[src/rtl/bit_fetch_ctrl_if.sv]
// Request/result handshake and FIFO head-word bus for the bit fetch controller.
interface bit_fetch_ctrl_if #(
  parameter int WWIDTH = 32,
  parameter int MAXLEN = 15
);
  localparam int LW = $clog2(MAXLEN + 1);

  logic              reqin;
  logic [LW-1:0]     reqlen;
  logic              ready;
  logic              pushout;
  logic [LW-1:0]     lenout;
  logic [MAXLEN-1:0] dataout;
  logic [WWIDTH-1:0] fifo_data;
  logic              fifo_empty_n;
  logic              fifo_pop_n;
  logic              fifo_clr_n;

  modport master (
    output reqin, reqlen, fifo_data, fifo_empty_n,
    input  ready, pushout, lenout, dataout, fifo_pop_n, fifo_clr_n
  );

  modport slave (
    input  reqin, reqlen, fifo_data, fifo_empty_n,
    output ready, pushout, lenout, dataout, fifo_pop_n, fifo_clr_n
  );
endinterface

[src/rtl/bit_fetch_ctrl.sv]
// Refills a 2-word bit reservoir from a word FIFO and serves MSB-first
// variable-length bit requests, stalling in WAIT until enough bits arrive.
module bit_fetch_ctrl #(
  parameter int WWIDTH  = 32,
  parameter int MAXLEN  = 15,
  parameter int SCWIDTH = 16
) (
  input  logic                              clock,
  input  logic                              reset,
  input  logic                              flush,
  bit_fetch_ctrl_if.slave                   bus,
  output logic [$clog2(2*WWIDTH+1)-1:0]     level,
  output logic [SCWIDTH-1:0]                stall_cycles
);
  localparam int RW = 2 * WWIDTH;
  localparam int CW = $clog2(RW + 1);
  localparam int LW = $clog2(MAXLEN + 1);

  typedef enum logic {IDLE, WAIT} state_t;

  state_t            state;
  logic [CW-1:0]     cnt;
  logic [RW-1:0]     res;
  logic [LW-1:0]     len_q;
  logic              vld_p1;
  logic [LW-1:0]     len_p1;
  logic [MAXLEN-1:0] data_p1;

  logic              pop;
  logic              serve;
  logic              wait_go;
  logic [LW-1:0]     srv_len;
  logic [CW-1:0]     cnt_left;
  logic [RW-1:0]     res_shift;
  logic [RW-1:0]     word_aligned;
  logic [RW-1:0]     res_next;
  logic [CW-1:0]     cnt_next;

  function automatic logic [SCWIDTH-1:0] sat_inc(input logic [SCWIDTH-1:0] v);
    return (&v) ? v : v + 1'b1;
  endfunction

  // Oldest n bits of the reservoir, right-aligned with zero upper bits.
  function automatic logic [MAXLEN-1:0] take_bits(input logic [RW-1:0] r,
                                                  input logic [LW-1:0] n);
    return r[RW-1 -: MAXLEN] >> (MAXLEN - int'(n));
  endfunction

  assign pop            = !reset && !flush && bus.fifo_empty_n && (cnt <= CW'(WWIDTH));
  assign bus.fifo_pop_n = !pop;
  assign bus.fifo_clr_n = reset || !flush;
  assign bus.ready      = (state == IDLE) && !reset && !flush;
  assign bus.pushout    = vld_p1;
  assign bus.lenout     = len_p1;
  assign bus.dataout    = data_p1;
  assign level          = cnt;

  always_comb begin
    serve   = 1'b0;
    wait_go = 1'b0;
    srv_len = '0;
    if (state == IDLE) begin
      if (bus.reqin && (bus.reqlen != '0)) begin
        if (CW'(bus.reqlen) <= cnt) begin
          serve   = 1'b1;
          srv_len = bus.reqlen;
        end else begin
          wait_go = 1'b1;
        end
      end
    end else if (CW'(len_q) <= cnt) begin
      serve   = 1'b1;
      srv_len = len_q;
    end
  end

  // A word popped in the same cycle as a serve lands just below the bits that remain.
  always_comb begin
    res_shift    = res << srv_len;
    cnt_left     = cnt - CW'(srv_len);
    word_aligned = {bus.fifo_data, {WWIDTH{1'b0}}} >> cnt_left;
    res_next     = pop ? (res_shift | word_aligned) : res_shift;
    cnt_next     = pop ? (cnt_left + CW'(WWIDTH)) : cnt_left;
  end

  // p1: registered result and reservoir update
  always_ff @(posedge clock) begin
    if (reset) begin
      state        <= IDLE;
      cnt          <= '0;
      res          <= '0;
      len_q        <= '0;
      stall_cycles <= '0;
      vld_p1       <= 1'b0;
      len_p1       <= '0;
      data_p1      <= '0;
    end else if (flush) begin
      state  <= IDLE;
      cnt    <= '0;
      res    <= '0;
      len_q  <= '0;
      vld_p1 <= 1'b0;
    end else begin
      res    <= res_next;
      cnt    <= cnt_next;
      vld_p1 <= serve;
      if (serve) begin
        len_p1  <= srv_len;
        data_p1 <= take_bits(res, srv_len);
      end
      case (state)
        IDLE: begin
          if (wait_go) begin
            state <= WAIT;
            len_q <= bus.reqlen;
          end
        end
        WAIT: begin
          if (serve) begin
            state <= IDLE;
          end else begin
            stall_cycles <= sat_inc(stall_cycles);
          end
        end
        default: state <= IDLE;
      endcase
    end
  end
endmodule

[src/flat_wrapper.sv]
// flat-port wrapper written by rule: the top's interface ports become plain ports
module bit_fetch_ctrl_flat 
#(
  parameter int WWIDTH  = 32,
  parameter int MAXLEN  = 15,
  parameter int SCWIDTH = 16
)
  (clock, reset, flush, level, stall_cycles, bus_reqin, bus_reqlen, bus_fifo_data, bus_fifo_empty_n, bus_ready, bus_pushout, bus_lenout, bus_dataout, bus_fifo_pop_n, bus_fifo_clr_n);
  bit_fetch_ctrl_if #(.WWIDTH(WWIDTH), .MAXLEN(MAXLEN)) bus_i ();
  input  logic clock;
  input  logic reset;
  input  logic flush;
  output logic [$clog2(2*WWIDTH+1)-1:0] level;
  output logic [SCWIDTH-1:0] stall_cycles;
  input wire logic [$bits(bus_i.reqin)-1:0] bus_reqin;
  input wire logic [$bits(bus_i.reqlen)-1:0] bus_reqlen;
  input wire logic [$bits(bus_i.fifo_data)-1:0] bus_fifo_data;
  input wire logic [$bits(bus_i.fifo_empty_n)-1:0] bus_fifo_empty_n;
  output wire logic [$bits(bus_i.ready)-1:0] bus_ready;
  output wire logic [$bits(bus_i.pushout)-1:0] bus_pushout;
  output wire logic [$bits(bus_i.lenout)-1:0] bus_lenout;
  output wire logic [$bits(bus_i.dataout)-1:0] bus_dataout;
  output wire logic [$bits(bus_i.fifo_pop_n)-1:0] bus_fifo_pop_n;
  output wire logic [$bits(bus_i.fifo_clr_n)-1:0] bus_fifo_clr_n;
  assign bus_i.reqin = bus_reqin;
  assign bus_i.reqlen = bus_reqlen;
  assign bus_i.fifo_data = bus_fifo_data;
  assign bus_i.fifo_empty_n = bus_fifo_empty_n;
  assign bus_ready = bus_i.ready;
  assign bus_pushout = bus_i.pushout;
  assign bus_lenout = bus_i.lenout;
  assign bus_dataout = bus_i.dataout;
  assign bus_fifo_pop_n = bus_i.fifo_pop_n;
  assign bus_fifo_clr_n = bus_i.fifo_clr_n;
  bit_fetch_ctrl #(.WWIDTH(WWIDTH), .MAXLEN(MAXLEN), .SCWIDTH(SCWIDTH)) u_core (.clock(clock), .reset(reset), .flush(flush), .bus(bus_i), .level(level), .stall_cycles(stall_cycles));
endmodule
[config.mk]
export PLATFORM = sky130hd
export DESIGN_NAME = bit_fetch_ctrl_flat
export DESIGN_NICKNAME = d
export VERILOG_FILES = /design/src/rtl/bit_fetch_ctrl_if.sv /design/src/rtl/bit_fetch_ctrl.sv /design/src/flat_wrapper.sv
export SDC_FILE = /design/constraint.sdc
export NUM_CORES = 1
export LEC_CHECK = 0
export CORE_UTILIZATION = 49
export DETAILED_ROUTE_END_ITERATION = 16
export PLACE_DENSITY = 0.81
export SYNTH_ARGS = -nofsm -noshare
export SYNTH_HDL_FRONTEND = slang
export SYNTH_SLANG_ARGS = --single-unit
[constraint.sdc]
create_clock -name clock -period 6.4 [get_ports clock]
set_input_delay 1.6 -clock clock [delete_from_list [all_inputs] [get_ports clock]]
set_output_delay 1.6 -clock clock [all_outputs]
set_load 0.03 [all_outputs]
# After elaboration in Yosys (flattened, before gate mapping)
# Cells that the tools add are included.
# totals
register_bits	112
out_inout_bits	46
wordCells	55
# classes
add_sub_neg	4
order_cmp	3
n_shift	3
mux	16
n_bitwise	5
n_reduce_logical	16
# ops
operator	count
$mux W64	1
$or A64 B64 Y64	1
$shl A64 B4 Y64	1
$shr A64 B7 Y64	1
$shr A15 B32 Y15	1
$add A16 B1 Y16 const B	1
$mux W4	4
$reduce_and A16 Y1	1
$le A4 B7 Y1	2
$mux W1	9
$add A7 B6 Y7 const B	1
$le A7 B6 Y1 const B	1
$mux W7	1
$sub A7 B4 Y7	1
$logic_and A1 B1 Y1	6
$sub A4 B4 Y5 const A	1
$not A1 Y1	4
$reduce_and A2 Y1	2
$reduce_and A4 Y1	1
$reduce_bool A4 Y1	1
$logic_not A1 Y1	3
$pmux W1 S2	1
$reduce_or A2 Y1	1
$logic_or A1 B1 Y1	1

# Depth between registers and ports, before layout
# logic_depth
word_depth	8
ltp_mapped	22

# Worst setup path before layout
# OpenSTA, ideal clock, no wires.
# synth_path
kind	input port to flip-flop
from	input port bus_reqlen[1]
to	register u_core.res[3]
setup_time_ps	128
arrival_ps	5939
required_time_ps	6272
path_slack_ps	333
stages	20
cell_sequence	ha_1 -> nor2b_1 -> o21a_1 -> o311ai_2 -> a32oi_1 -> inv_2 -> buf_2 -> buf_2 -> buf_2 -> ha_1 -> fa_1 -> clkbuf_1 -> clkbuf_1 -> mux4_2 -> mux2i_1 -> inv_1 -> mux2i_1 -> o21ai_0 -> a222oi_1 -> nor2_1
# synth_between
elab_chain_len	8
word_cells_on_any_way	11
cone_classes	add/sub (1); order compare (1); shift (2); mux (4); bitwise (1); reduce/logical (2)
# synth_rtl
element	line_no	rtl
start: declaration	flat_wrapper.sv:16	input wire logic [$bits(bus_i.reqlen)-1:0] bus_reqlen;
$le A4 B7 Y1 / $reduce_bool A4 Y1 (equally long branches)	bit_fetch_ctrl.sv:64, bit_fetch_ctrl.sv:63	
$mux W4 / $logic_and A1 B1 Y1 (equally long branches)	bit_fetch_ctrl.sv:64, bit_fetch_ctrl.sv:63	
$mux W4 *	bit_fetch_ctrl.sv:63	if (bus.reqin && (bus.reqlen != '0)) begin
$mux W4 *	bit_fetch_ctrl.sv:62	if (state == IDLE) begin
net u_core.srv_len[0]	bit_fetch_ctrl.sv:32	logic [LW-1:0] srv_len;
$sub A7 B4 Y7	bit_fetch_ctrl.sv:80	cnt_left = cnt - CW'(srv_len);
$shr A64 B7 Y64	bit_fetch_ctrl.sv:81	word_aligned = {bus.fifo_data, {WWIDTH{1'b0}}} >> cnt_left;
$or A64 B64 Y64	bit_fetch_ctrl.sv:82	res_next = pop ? (res_shift | word_aligned) : res_shift;
$mux W64 *	bit_fetch_ctrl.sv:82	
end signal: assignment	bit_fetch_ctrl.sv:104	res <= res_next;
end: declaration	bit_fetch_ctrl.sv:23	logic [RW-1:0] res;
# The timed path passes the listed nets; every way through them passes the cells marked *.
# A chain may end at the register's enable or synchronous reset.

# Worst setup path after layout
# layout_path
from	input port bus_reqlen[1]
to	register u_core.res[36]
# layout_between
elab_chain_len	8
word_cells_on_any_way	11
cone_classes	add/sub (1); order compare (1); shift (2); mux (4); bitwise (1); reduce/logical (2)
# layout_rtl
element	line_no
$le A4 B7 Y1 / $reduce_bool A4 Y1 (equally long branches)	bit_fetch_ctrl.sv:64, bit_fetch_ctrl.sv:63
$mux W4 / $logic_and A1 B1 Y1 (equally long branches)	bit_fetch_ctrl.sv:64, bit_fetch_ctrl.sv:63
$mux W4 *	bit_fetch_ctrl.sv:63
$mux W4 *	bit_fetch_ctrl.sv:62
$sub A7 B4 Y7	bit_fetch_ctrl.sv:80
$shr A64 B7 Y64	bit_fetch_ctrl.sv:81
$or A64 B64 Y64	bit_fetch_ctrl.sv:82
$mux W64 *	bit_fetch_ctrl.sv:82
# Mark *: on every way between the ends. The rest lies on a longest branch, timed or not.

==> results_dict.tcl <==
set metrics [dict create \
    status "completed" \
    syn-num-nets 1169 \
    place_congestion 1.039 \
    layout_common_cells "168 x mux2i_1, 113 x nor2_1, 112 x dfxtp_1, 98 x nand2_1, 86 x clkdlybuf4s50_1" \
    synth-edff-count 0 \
    synth_top_area_cell "dfxtp_1" \
    io_pins 87 \
    cts_setup_buffers 0 \
    die_w_um 143.4 \
    io_buffers 86 \
    htree_levels 3 \
    internal-power_mw 3.160 \
    holdWs_ns 0.4608 \
    maxCapViolations 0 \
    ant_nets 0 \
    crit_type "in -> reg" \
    clkTransAtPathRegs_ns 0.09 \
    via_per_inst 6.709 \
    pwr-share-comb 0.782 \
    tns_ns 0 \
    cts_sinks 112 \
    powerDensity_nw_per_um2 621.7 \
    worstPathArrival_ns 6.26 \
    worst_pin_slew_ns 0.9150 \
    yosys_warnings 0 \
    synth_top_area_frac 0.2289 \
    area_growth_syn_to_layout_pct 16.15 \
    hold_buffers 0 \
    skew_ns 0.01698 \
    pwr-share-clk 0.089 \
    grt_use_total 0.3114 \
    dp.cells 1420 \
    fillers 1756 \
    slew_viol_final 0 \
    hold_viol_final 0 \
    wirelength_um 31590 \
    synth_ff_type "dfxtp_1" \
    hpwl_um 24190 \
    antenna_found_initial 0 \
    wl_met1_um 13150 \
    num-nets-final 1221 \
    cts_resized 0 \
    multiInputGateArea_um2 7116 \
    die_height_um 143.4 \
    start_util 0.5016 \
    grt_max_degree 59 \
    grt_pass1_vias 9007 \
    initialDrtViolationCount 1076 \
    async_flop_share 0 \
    synth_area_per_cell_um2 8.792 \
    diodes 0 \
    ir_worst_vdd_mv 0.6560 \
    seqPwrFrac 0.129 \
    fin_crit_ns 5.986 \
    fin_crit_sh 0.9354 \
    grt_pass1_wl_um 49290 \
    synth-seq-area-share 0.2289 \
    rsz0062_at_grt "false" \
    layout.cells.most_common "mux2i_1" \
    finalNonFillerCells 1436 \
    regToRegSetupSlack_ns 1.49 \
    clock.fmax_mhz 167.0 \
    num_vias 9634 \
    pre_cts_ws_ns 0.1746 \
    core_um2 19530 \
    wl_met3_um 2739 \
    synth_area_leaders "dfxtp_1 23%, mux2i_1 17%, mux4_2 13%, nor2_1 4.3%, mux2_2 4.1%" \
    drc_errors 0 \
    clk_latency_ns 0.38 \
    syn-cell-area_um2 9794 \
    max_slew_margin 0.3900 \
    endpoint_kind "flop" \
    synthCells 1114 \
    overflow 0 \
    min_path_type "reg -> reg" \
    clockRootBuffer "clkbuf_16" \
    top_layer "met4" \
    ys_seq_elements 112 \
    dieArea_um2 20560 \
    swShare 0.5532 \
    p_switching_mw 3.913 \
    route.met2.wl_um 14710 \
    setup_violations 0 \
    cp_max_fo 38 \
    drtPass1Iterations 7 \
    crit_path_start_kind "input pin" \
    required_ns 6.67 \
    drive_gt1_frac 0.1503 \
    wl_per_cell_um 22.00 \
    cts_buffers 9 \
    rows 51 \
    cts_tree "built" \
    finalWorstSetupSlack_ns 0.4137 \
    ys_types 66 \
    register_area_um2 2242 \
    leakage_nw 3.908 \
    clk_path_buf_depth 2 \
]
==> logic make-up after synthesis <==
family	count (synthesis)	share of synthesized area
compound gates	288	0.2004
xor+xnor	18	0.01610
fa+ha+maj	14	0.01865
buf+inv	110	0.05033
flops	112	0.2289
mux	261	0.3434
simple gates	311	0.1422
==> critical path: stages <==
cell,delay (ns)
clkdlybuf4s50_1,0.42
ha_1,0.31
nor2b_1,0.13
o21a_1,0.18
o311ai_2,0.38
a32oi_1,0.22
clkinv_2,0.09
ha_2,0.18
fa_1,0.48
buf_12,0.21
mux4_2,0.38
nand2_1,0.22
nand2_1,0.13
o21ai_0,0.24
o21ai_0,0.58
a21oi_1,0.15
a221oi_1,0.33
==> power groups by stage <==
stage | registers (mW) | clock network, mW | logic [mW]
after floorplan | 0.941 | 0 | 3.52
after global placement | 0.919 | 0 | 5.30
after detailed placement | 0.922 | 0 | 5.32
after CTS | 0.906 | 0.628 | 5.34
after global routing | 0.919 | 0.653 | 5.81
final | 0.912 | 0.631 | 5.53
==> sequential cells by signal, indices dropped and copies added (netlist names) <==
register / count
u_core.res: 64
u_core.stall_cycles: 16
u_core.bus.dataout: 15
u_core.level: 7
u_core.bus.lenout: 4
u_core.len_q: 4
u_core.bus.pushout: 1
u_core.state: 1
==> layout make-up <==
cell class / instances / area share
clock buffers: 9 / 0.01980
inverters: 20 / 0.006819
clock inverters: 7 / 0.009679
well taps: 265 / 0.02915
flip-flops and latches: 112 / 0.1971
multi-input cells: 892 / 0.6255
repair buffers: 131 / 0.1120
==> metal layers <==
metal	global-route usage	vias up
met4	0.1097	0
met1	0.4108	4610
li1	-	4373
met3	0.05465	78
met2	0.5107	573
met5	0	-
==> path summary, 6_finish.rpt <==
kind	start	to	cells past startpoint
worst max-delay path	bus_reqlen[1]	u_core.res[36]	17
worst min-delay path	u_core.bus.dataout[10]	u_core.bus.dataout[10]	2
worst max register to register	u_core.level[1]	u_core.res[36]	17
worst min register to register	u_core.bus.dataout[10]	u_core.bus.dataout[10]	2
==> synth_stat cells (6+ instances only) <==
master and count:
nor2_1 113, a221oi_1 16, nand2_1 98, a31oi_1 14, xor2_1 11, nor3_1 16
buf_2 19, o21a_1 12, nand4_1 8, mux4_2 56, o21ai_0 42, mux2_2 36
a22oi_1 33, xnor2_1 7, inv_1 18, or2_2 7, clkbuf_1 56, dfxtp_1 112
ha_1 13, nand3b_1 6, nand3_1 28, mux2i_1 168, nand2b_1 7, a21oi_1 72
o221ai_1 15, a211oi_1 16, o22ai_1 15
==> metrics by stage <==
| step | utilization | total power [mW] | cell area (um2) |
|---|---|---|---|
| global route | 0.5826 | 7.383 | 11380 |
| finish | 0.5826 | 7.073 | 11380 |
| global placement | 0.5654 | 6.223 | 11040 |
| floorplan | - | 4.464 | 9794 |
| CTS | 0.5826 | 6.876 | 11380 |
| detailed placement | 0.5654 | 6.238 | 11040 |
(Power assumes the default switching activity.)
